--- src/rtl/cpu_bus_pkg.sv ---
// Shared types for the CPU SRAM-like bus: arbiter FSM states, bus owner
// encoding and transfer size codes.
package cpu_bus_pkg;

  typedef enum logic [1:0] {
    IDLE = 2'd0,
    REQ  = 2'd1,
    WAIT = 2'd2
  } arb_state_e;

  typedef enum logic {
    OWN_INST = 1'b0,
    OWN_DATA = 1'b1
  } owner_e;

  localparam logic [1:0] SIZE_BYTE = 2'd0;
  localparam logic [1:0] SIZE_HALF = 2'd1;
  localparam logic [1:0] SIZE_WORD = 2'd2;

endpackage

--- src/rtl/arb_pick.sv ---
// Combinational winner select between instruction and data masters.
// Data wins contested rounds until the streak counter reaches its ceiling.
module arb_pick
  import cpu_bus_pkg::*;
#(
  parameter int STREAK_MAX = 2,
  parameter int SW         = 2
) (
  input  logic          inst_req,
  input  logic          data_req,
  input  logic [SW-1:0] streak,
  output logic          grant_valid,
  output owner_e        grant_owner
);

  logic starved;

  assign starved     = (streak == SW'(STREAK_MAX));
  assign grant_valid = inst_req | data_req;
  assign grant_owner = (data_req && !(inst_req && starved)) ? OWN_DATA : OWN_INST;

endmodule

--- src/rtl/sram_like_arbiter.sv ---
// Two-master to one-slave SRAM-like bus arbiter: one transaction in flight,
// data-priority with bounded instruction starvation.
module sram_like_arbiter
  import cpu_bus_pkg::*;
#(
  parameter int ADDR_W     = 32,
  parameter int DATA_W     = 32,
  parameter int STREAK_MAX = 2
) (
  input  logic              clk,
  input  logic              resetn,
  // instruction master
  input  logic              inst_req,
  input  logic              inst_wr,
  input  logic [1:0]        inst_size,
  input  logic [ADDR_W-1:0] inst_addr,
  input  logic [DATA_W-1:0] inst_wdata,
  output logic              inst_addr_ok,
  output logic              inst_data_ok,
  output logic [DATA_W-1:0] inst_rdata,
  // data master
  input  logic              data_req,
  input  logic              data_wr,
  input  logic [1:0]        data_size,
  input  logic [ADDR_W-1:0] data_addr,
  input  logic [DATA_W-1:0] data_wdata,
  output logic              data_addr_ok,
  output logic              data_data_ok,
  output logic [DATA_W-1:0] data_rdata,
  // slave
  output logic              mem_req,
  output logic              mem_wr,
  output logic [1:0]        mem_size,
  output logic [ADDR_W-1:0] mem_addr,
  output logic [DATA_W-1:0] mem_wdata,
  input  logic              mem_addr_ok,
  input  logic              mem_data_ok,
  input  logic [DATA_W-1:0] mem_rdata
);

  localparam int SW = (STREAK_MAX < 1) ? 1 : $clog2(STREAK_MAX + 1);
  localparam logic [SW-1:0] STREAK_TOP = SW'(STREAK_MAX);

  typedef struct packed {
    logic              wr;
    logic [1:0]        size;
    logic [ADDR_W-1:0] addr;
    logic [DATA_W-1:0] wdata;
  } mem_cmd_t;

  arb_state_e    state_q, state_d;
  owner_e        owner_q, owner_d;
  logic [SW-1:0] streak_q, streak_d;
  mem_cmd_t      cmd_q, cmd_d;
  mem_cmd_t      inst_cmd, data_cmd;
  logic          arb_en;
  logic          grant_valid;
  owner_e        grant_owner;

  assign inst_cmd = '{wr: inst_wr, size: inst_size, addr: inst_addr, wdata: inst_wdata};
  assign data_cmd = '{wr: data_wr, size: data_size, addr: data_addr, wdata: data_wdata};

  arb_pick #(
    .STREAK_MAX (STREAK_MAX),
    .SW         (SW)
  ) u_pick (
    .inst_req    (inst_req),
    .data_req    (data_req),
    .streak      (streak_q),
    .grant_valid (grant_valid),
    .grant_owner (grant_owner)
  );

  always_comb begin
    state_d  = state_q;
    owner_d  = owner_q;
    streak_d = streak_q;
    cmd_d    = cmd_q;
    arb_en   = 1'b0;
    case (state_q)
      IDLE: arb_en = 1'b1;
      REQ:  if (mem_addr_ok) state_d = WAIT;
      WAIT: begin
        // completing cycle doubles as the next arbitration slot (no bubble)
        if (mem_data_ok) begin
          arb_en  = 1'b1;
          state_d = IDLE;
        end
      end
      default: state_d = IDLE;
    endcase
    if (arb_en && grant_valid) begin
      state_d = REQ;
      owner_d = grant_owner;
      if (grant_owner == OWN_DATA) begin
        cmd_d = data_cmd;
        if (inst_req && streak_q != STREAK_TOP) streak_d = streak_q + 1'b1;
      end else begin
        cmd_d    = inst_cmd;
        streak_d = '0;
      end
    end
  end

  always_ff @(posedge clk or negedge resetn) begin
    if (!resetn) begin
      state_q  <= IDLE;
      owner_q  <= OWN_INST;
      streak_q <= '0;
      cmd_q    <= '0;
    end else begin
      state_q  <= state_d;
      owner_q  <= owner_d;
      streak_q <= streak_d;
      cmd_q    <= cmd_d;
    end
  end

  // handshakes are gated by registered state only, so no req->mem_req path
  assign mem_req   = (state_q == REQ);
  assign mem_wr    = cmd_q.wr;
  assign mem_size  = cmd_q.size;
  assign mem_addr  = cmd_q.addr;
  assign mem_wdata = cmd_q.wdata;

  assign inst_addr_ok = (state_q == REQ)  && (owner_q == OWN_INST) && mem_addr_ok;
  assign data_addr_ok = (state_q == REQ)  && (owner_q == OWN_DATA) && mem_addr_ok;
  assign inst_data_ok = (state_q == WAIT) && (owner_q == OWN_INST) && mem_data_ok;
  assign data_data_ok = (state_q == WAIT) && (owner_q == OWN_DATA) && mem_data_ok;

  assign inst_rdata = mem_rdata;
  assign data_rdata = mem_rdata;

endmodule
--- config.mk ---
export PLATFORM = sky130hd
export DESIGN_NAME = sram_like_arbiter
export DESIGN_NICKNAME = d
export VERILOG_FILES = /design/src/rtl/cpu_bus_pkg.sv /design/src/rtl/arb_pick.sv /design/src/rtl/sram_like_arbiter.sv
export SDC_FILE = /design/constraint.sdc
export NUM_CORES = 1
export LEC_CHECK = 0
export BUFFER_PORTS_ARGS = -buffer_cell sky130_fd_sc_hd__buf_2
export CAP_MARGIN = 20
export CORE_AREA = 3 3 117 119
export CTS_CLUSTER_SIZE = 16
export DETAILED_ROUTE_END_ITERATION = 10
export DIE_AREA = 0 0 120 122
export PLACE_DENSITY_LB_ADDON = 0.1
export SYNTH_ARGS = -nofsm -noshare
export SYNTH_HDL_FRONTEND = slang
export SYNTH_HIERARCHICAL = 1
export SYNTH_SLANG_ARGS = --single-unit
export TNS_END_PERCENT = 50
--- constraint.sdc ---
create_clock -name clk -period 1.4 [get_ports clk]
set_input_delay 0.28 -clock clk [delete_from_list [all_inputs] [get_ports clk]]
set_output_delay 0.28 -clock clk [all_outputs]
set_load 0.01 [all_outputs]
==> results of run 1 <==
==> power by group <==
part / leakage, nW / switching [mW] / internal [mW]
Clock: 0.149 / 0.906 / 1.49
Sequential: 0.884 / 0.577 / 3.11
Combinational: 1.81 / 3.03 / 2.67
==> placed cells by master (no fill, tap or decap), types with 2 or more instances in the layout <==
| master | count |
|---|---|
| buf_12 | 14 |
| buf_16 | 3 |
| buf_2 | 208 |
| buf_4 | 10 |
| buf_6 | 5 |
| clkbuf_16 | 13 |
| clkbuf_8 | 2 |
| clkinvlp_4 | 2 |
| dfrtp_1 | 71 |
| inv_1 | 3 |
| inv_6 | 2 |
| mux2i_1 | 33 |
| mux2i_2 | 23 |
| mux2i_4 | 11 |
| nand2_1 | 2 |
| nand2_2 | 2 |
| nand2b_4 | 2 |
| o21ai_0 | 42 |
| o21ai_1 | 52 |
| o21ai_2 | 44 |
| o221ai_2 | 2 |
==> stage by stage <==
step / hold slack, ps / instance area (um^2)
after detailed placement: 330.4 / 5069
after floorplan: -15.59 / 4182
after global routing: 220.0 / 5963
after CTS: 166.7 / 5569
final: 185.2 / 5963
after global placement: 334.9 / 5069
==> cell families (layout without fill, tap and decap cells) <==
logic type / count (synthesis) / after routing / share of synthesized area [%]
flip-flops: 72 / 72 / 43.09
adder cells (fa/ha/maj): 1 / 1 / 0.2992
AO/OA/AOI/OAI: 141 / 141 / 20.98
buffers and inverters: 98 / 265 / 16.55
AND/OR/NAND/NOR: 17 / 17 / 2.693
multiplexers: 68 / 68 / 16.40
==> worst register-to-register path, stage by stage (launching register included) <==
cell	delay, ps
dfrtp_1	360
inv_2	50
a31oi_4	200
buf_6	160
buf_12	110
buf_16	130
mux2i_1	240
o21ai_1	80
==> cell type report <==
class                   count  area [um^2]
fillers                  1234         6708
multi-input cells         227         1969
flip-flops and latches     72         1803
repair buffers            245         1645
clock buffers              11        252.7
well taps                 172        215.2
clock inverters             5        62.56
inverters                   4        15.01
==> sequential cells by signal, summed over array words and instances (netlist names) <==
signal and flops:
state_q 2, mem_wr 1, mem_wdata 32, streak_q 2, mem_addr 32, mem_size 2, owner_q 1
==> per-layer routing <==
layer / vias up / wire, um / share of wire (%) / GRT usage (%)
met5: - / 0 / 0 / 0
met4: 0 / 157 / 1.2 / 4.653
met3: 29 / 985 / 7.6 / 4.596
met2: 136 / 6383 / 49 / 26.17
met1: 1685 / 5425 / 42 / 20.79
li1: 1677 / - / - / -
==> worst min-delay path by stage <==
stage / to / slack (ps) / depth (start not counted)
3_5_place_dp: mem_addr[12] / 330 / 2
3_3_place_gp: mem_addr[12] / 330 / 2
6_report: state_q[0] / 190 / 2
4_1_cts: state_q[0] / 170 / 2
2_1_floorplan: mem_addr[0] / -20 / 0
5_1_grt: state_q[0] / 220 / 2
==> Yosys cell counts (all sizes together) <==
cell type,count
nor2,1
nand2b,3
nand3,1
nor2b,2
nor3b,1
nand3b,1
buf,83
dfrtp,72
o221ai,2
inv,4
clkbuf,11
or2,1
ha,1
and3,1
o21ai,138
nand2,4
nor3,1
and2b,1
mux2i,67
mux2,1
a31oi,1
==> repair_timing <==
action / 4_1_cts / 5_1_grt
hold endpoints to repair: 69 / 0
pin swaps: 4 / 3
hold buffers: 1 / 0
cloned: 2 / 5
setup endpoints to repair: 47 / 73
setup buffers: 4 / 2
resized for setup: 21 / 83
==> qor.csv, run 1 <==
metric,value,unit
grt_first_pass_wirelength,18690,um
critical-path-top-delay-family,flip-flops,
tns,-697.4,ps
synthCells,397,
cts_made_buffers,9,
layout_setup_ws,-90.33,ps
vias_per_cell,4.792,
pre_cts_ws,-90.11,ps
nets,732,
portBuffers,211,
fmax,671.0,MHz
setup_viol,35,
post-route-period-util,106.5,%
cts_root_buf,clkbuf_16,
violations,setup timing,
synth_top_area_share,43.09,%
die_h,122,um
leakagePower,2.840,nW
clock-sinks,72,
die_x,120,um
rr_worst_depth,7,
overflow,0,
slew_headroom,73.06,%
rows,41,
yosys.area.top_type,dfrtp_1,
hp-start,mem_addr_ok,
slowest_stage,dfrtp_2,
syn_area,4182,um^2
clk_path_buf_depth,2,
worstPathRequired,1120,ps
crit_cells,3,
crit_type,flip-flop to output pin,
ant_nets,0,
dp_cells,706,
worst-r2r-setup-slack,-40,ps
areaGrowthSynthToFinish,42.61,%
vdd_drop_max,782.8,uV
path_clk_slew,60,ps
drc,0,
cp_num_buf_inv,1,
p_total,11.77,mW
timing.rr.start,streak_q[0],
dr_total_vias,3527,
clock_latency,320,ps
worst_setup_path_end_kind,output pin,
min_period,1490,ps
ys_seq_area_share,43.09,%
avgSynthCellArea,10.53,um^2
die-area,14640,um^2
ys_top_cells_by_area,"dfrtp_1 (43%), mux2i_1 (16%), buf_4 (12%)",
cts_tree,done,
power.density,1974,nW/um^2
firstDrtPassIters,4,
hold_violations,0,
r2r_end,mem_addr[27],
yosysWarnings,6,
syn_nets,570,
ios,308,
core,12670,um^2
worst_slew_pin_slew,404.1,ps
worstPathCellList,nor2b_4 -> and3_4 -> buf_6,
h-tree-depth,3,
slowest_delay,440,ps
globalplace.congestion,0.7478,
finish.utilization,47.06,%
grt_max_degree,73,
grt_pass1_vias,3561,
max_cap_viol_count,0,
crit_start,state_q[1],
drv_slew,0,
initial_core_util,33.00,%
min_path_type,input pin to flip-flop,
layout.cells.non_filler,736,
rsz0062_at_grt,true,
clock_skew,5.340,ps
grt_usage,16.03,%
drt_iter0_markers,108,
routedWlPerCell,17.60,um
cp.arrival,1210,ps
synth_seq_cells,72,
setup.worst_path.end,data_addr_ok,
synth.distinct_cells,27,
path_max_fanout,3,
num_antenna_cells,0,
hpwlAfterDp,8717,um
layout-drive-gt1-share,62.59,%
status,"complete, but fails checks",
totalWireLength,12950,um
startpoint_type,flip-flop,
antenna_found_initial,0,
Power figures use the tool's default switching activity.
==> run 2, diff against run 1 <==
--- a/config.mk
+++ b/config.mk
@@ -7,13 +7,12 @@
 export LEC_CHECK = 0
 export BUFFER_PORTS_ARGS = -buffer_cell sky130_fd_sc_hd__buf_2
 export CAP_MARGIN = 20
-export CORE_AREA = 3 3 117 119
+export CORE_AREA = 3 3 119 121
 export CTS_CLUSTER_SIZE = 16
 export DETAILED_ROUTE_END_ITERATION = 10
-export DIE_AREA = 0 0 120 122
+export DIE_AREA = 0 0 122 124
 export PLACE_DENSITY_LB_ADDON = 0.1
 export SYNTH_ARGS = -nofsm -noshare
 export SYNTH_HDL_FRONTEND = slang
-export SYNTH_HIERARCHICAL = 1
 export SYNTH_SLANG_ARGS = --single-unit
 export TNS_END_PERCENT = 50
==> qor.csv, run 2 <==
metric,value,unit,change
status,"complete, but fails checks",,
violations,setup timing,,
synth.distinct_cells,24,,-11%
tns,-898.2,ps,-200.8 ps
grt_usage,17.57,%,+1.5 points
synth_edf_count,0,,unchanged
hp-start,data_wdata[20],,
worstPathRequired,1620,ps,+500 ps
die-area,15130,um^2,+3.3%
power.density,2027,nW/um^2,+2.7%
h-tree-depth,3,,unchanged
rsz0062_at_grt,true,,
worst_slew_pin_slew,440.0,ps,+35.97 ps
grt_first_pass_wirelength,20410,um,+9.2%
grt_pass1_vias,3666,,+2.9%
final_common_cell,buf_2,,
antenna_found_initial,0,,unchanged
wirelength_met1,5492,um,+1.2%
clock_power_share,18.0,%,-2.4 points
layout.cells.non_filler,685,,-6.9%
globalplace.congestion,0.7420,,-0.78%
dr_total_vias,3539,,+0.34%
path_clk_slew,60,ps,about the same
worst_setup_path_end_kind,flip-flop,,
r2r_end,mem_wdata[11],,
top_layer,met4,,
layout_common_cells,"buf_2 (209), dfrtp_1 (71), a2bb2oi_1 (36), a2bb2oi_2 (31), o32ai_1 (30)",,
p_comb_share,52.1,%,+3.8 points
drv_slew,0,,unchanged
hold_slack,236.0,ps,+50.84 ps
ios,308,,unchanged
fmax,681.5,MHz,+1.6%
dp_cells,656,,-7.1%
initial_core_util,29.90,%,-3.1 points
ys_async_sr_fraction,100.0,%,unchanged
setup.worst_path.end,mem_wdata[11],,
worst-r2r-setup-slack,-70,ps,-30 ps
place_area,5320,um^2,+5.0%
die_h,124,um,+1.6%
clock_latency,330,ps,about the same
yosysMostFrequentCell,dfrtp_1,,
drc,0,,unchanged
clk_path_buf_depth,2,,unchanged
totalWireLength,13870,um,+7.1%
overflow,0,,unchanged
vdd_drop_max,820.0,uV,+4.8%
clock_skew,5.963,ps,+0.6226 ps
setup_viol,42,,+20%
cts_made_buffers,9,,unchanged
core,13190,um^2,+4.1%
yosys_most_used_dff,dfrtp_1,,
yosysWarnings,0,,-6
pre_cts_ws,-118.2,ps,-28.04 ps
leakagePower,2.598,nW,-8.5%
wl_met3,1108,um,+12%
die_x,122,um,+1.7%
num_antenna_cells,0,,unchanged
stdcell_area,6157,um^2,+3.3%
crit_type,flip-flop to flip-flop,,
layout_setup_ws,-67.37,ps,+22.96 ps
hpwlAfterDp,9500,um,+9.0%
rows,42,,+2.4%
ys_top_cells_by_area,"dfrtp_1 (46%), o32ai_1 (15%), buf_4 (13%)",,
portBuffers,211,,unchanged
clock-sinks,72,,unchanged
syn_area,3944,um^2,-5.7%
grt_max_degree,73,,unchanged
p_switching,4.545,mW,+0.83%
seqPwrFrac,29.9,%,-1.4 points
ys_top_cells_by_count,"dfrtp_1 (72), o32ai_1 (67), buf_4 (66)",,
synthCells,336,,-15%
p_total,12.48,mW,+6.1%
synth_seq_cells,72,,unchanged
min_path_type,input pin to flip-flop,,
p_int,7.938,mW,+9.3%
vias_per_cell,5.166,,+7.8%
crit_start,streak_q[1],,
ant_nets,0,,unchanged
cp.arrival,1690,ps,+480 ps
areaGrowthSynthToFinish,56.12,%,
max_cap_viol_count,0,,unchanged
cts_tree,done,,
drt_iter0_markers,118,,+9.3%
timing.rr.start,streak_q[1],,
routedWlPerCell,20.25,um,+15%
post-route-period-util,104.8,%,-1.6 points
met2_wirelength,6856,um,+7.4%
finish.utilization,46.68,%,-0.38 points
startpoint_type,flip-flop,,
cts_root_buf,clkbuf_16,,
slew_headroom,70.67,%,-2.4 points
synth_top_area_share,45.69,%,+2.6 points
hold_violations,0,,unchanged
yosys.area.top_type,dfrtp_1,,
path_max_fanout,8,,+5
ys_seq_area_share,45.69,%,+2.6 points
min_period,1467,ps,-22.96 ps
avgSynthCellArea,11.74,um^2,+11%
syn_nets,509,,-11%
firstDrtPassIters,4,,unchanged
nets,677,,-7.5%
layout-drive-gt1-share,69.16,%,+6.6 points
rr_worst_depth,6,,-1
swShare,36.41,%,-1.9 points
==> run 2: cell types whose count changed in the layout (fill, tap and decap cells not counted), moves of 11 or more <==
cell       change
mux2i_4       -11
a2bb2oi_2     +31
a2bb2oi_1     +36
o32ai_2       +20
o21ai_1       -52
mux2i_1       -33
o21ai_0       -39
o32ai_4       +17
o21ai_2       -44
mux2i_2       -23
o32ai_1       +30
==> run 2: area by class of cell <==
class	count	area [um^2]
Multi-Input combinational cell	161	2073
Tap cell	176	220.2
Clock buffer	10	229.0
Inverter	3	11.26
Clock inverter	6	60.06
Sequential cell	72	1803
Timing Repair Buffer	257	1760
Fill cell	1253	7033
==> run 2: logic make-up after synthesis <==
family,Yosys count,synth area share [%]
AOI/OAI and AO/OA,141,34.01
buffers and inverters,104,17.26
DFF,72,45.69
and+or+nand+nor,18,2.729
adders and majority gates,1,0.3172
==> run 2: timing repair <==
| item | in CTS | in global routing |
|---|---|---|
| hold buffers | 1 | 0 |
| setup buffers | 1 | 5 |
| endpoints found under the setup margin | 65 | 73 |
| gates resized for setup | 20 | 33 |
| cloned | 2 | 4 |
| pin swaps | 2 | 21 |
| endpoints found under the hold margin | 72 | 0 |
==> run 2: routing by layer <==
metal	up-vias	track usage [%]
met5	-	0
met3	40	4.632
met4	0	8.473
met1	1712	22.10
li1	1619	-
met2	168	28.14
==> run 2: worst max-delay path, cell delays in order (launching register included) <==
cell	delay [ps]
dfrtp_1	410
ha_4	200
a21bo_4	280
buf_12	170
buf_12	130
o32ai_4	90
a2bb2oi_2	70
==> run 2: how the worst min path moves through the flow <==
stage               endpoint  slack, ps  cells past startpoint
2_1_floorplan    mem_addr[0]        -20                      0
3_3_place_gp    mem_addr[23]        330                      2
3_5_place_dp    mem_addr[23]        340                      2
4_1_cts           state_q[1]        180                      3
5_1_grt         mem_addr[21]        230                      3
6_report       mem_wdata[20]        240                      3
==> run 2: power groups by stage <==
stage / sequential, mW / combinational (mW) / clock, mW
floorplan: 4.11 / 3.16 / 0
global placement: 3.73 / 5.81 / 0
detailed placement: 3.71 / 5.90 / 0
CTS: 3.71 / 6.12 / 2.36
global route: 3.86 / 6.98 / 2.45
finish: 3.73 / 6.50 / 2.25
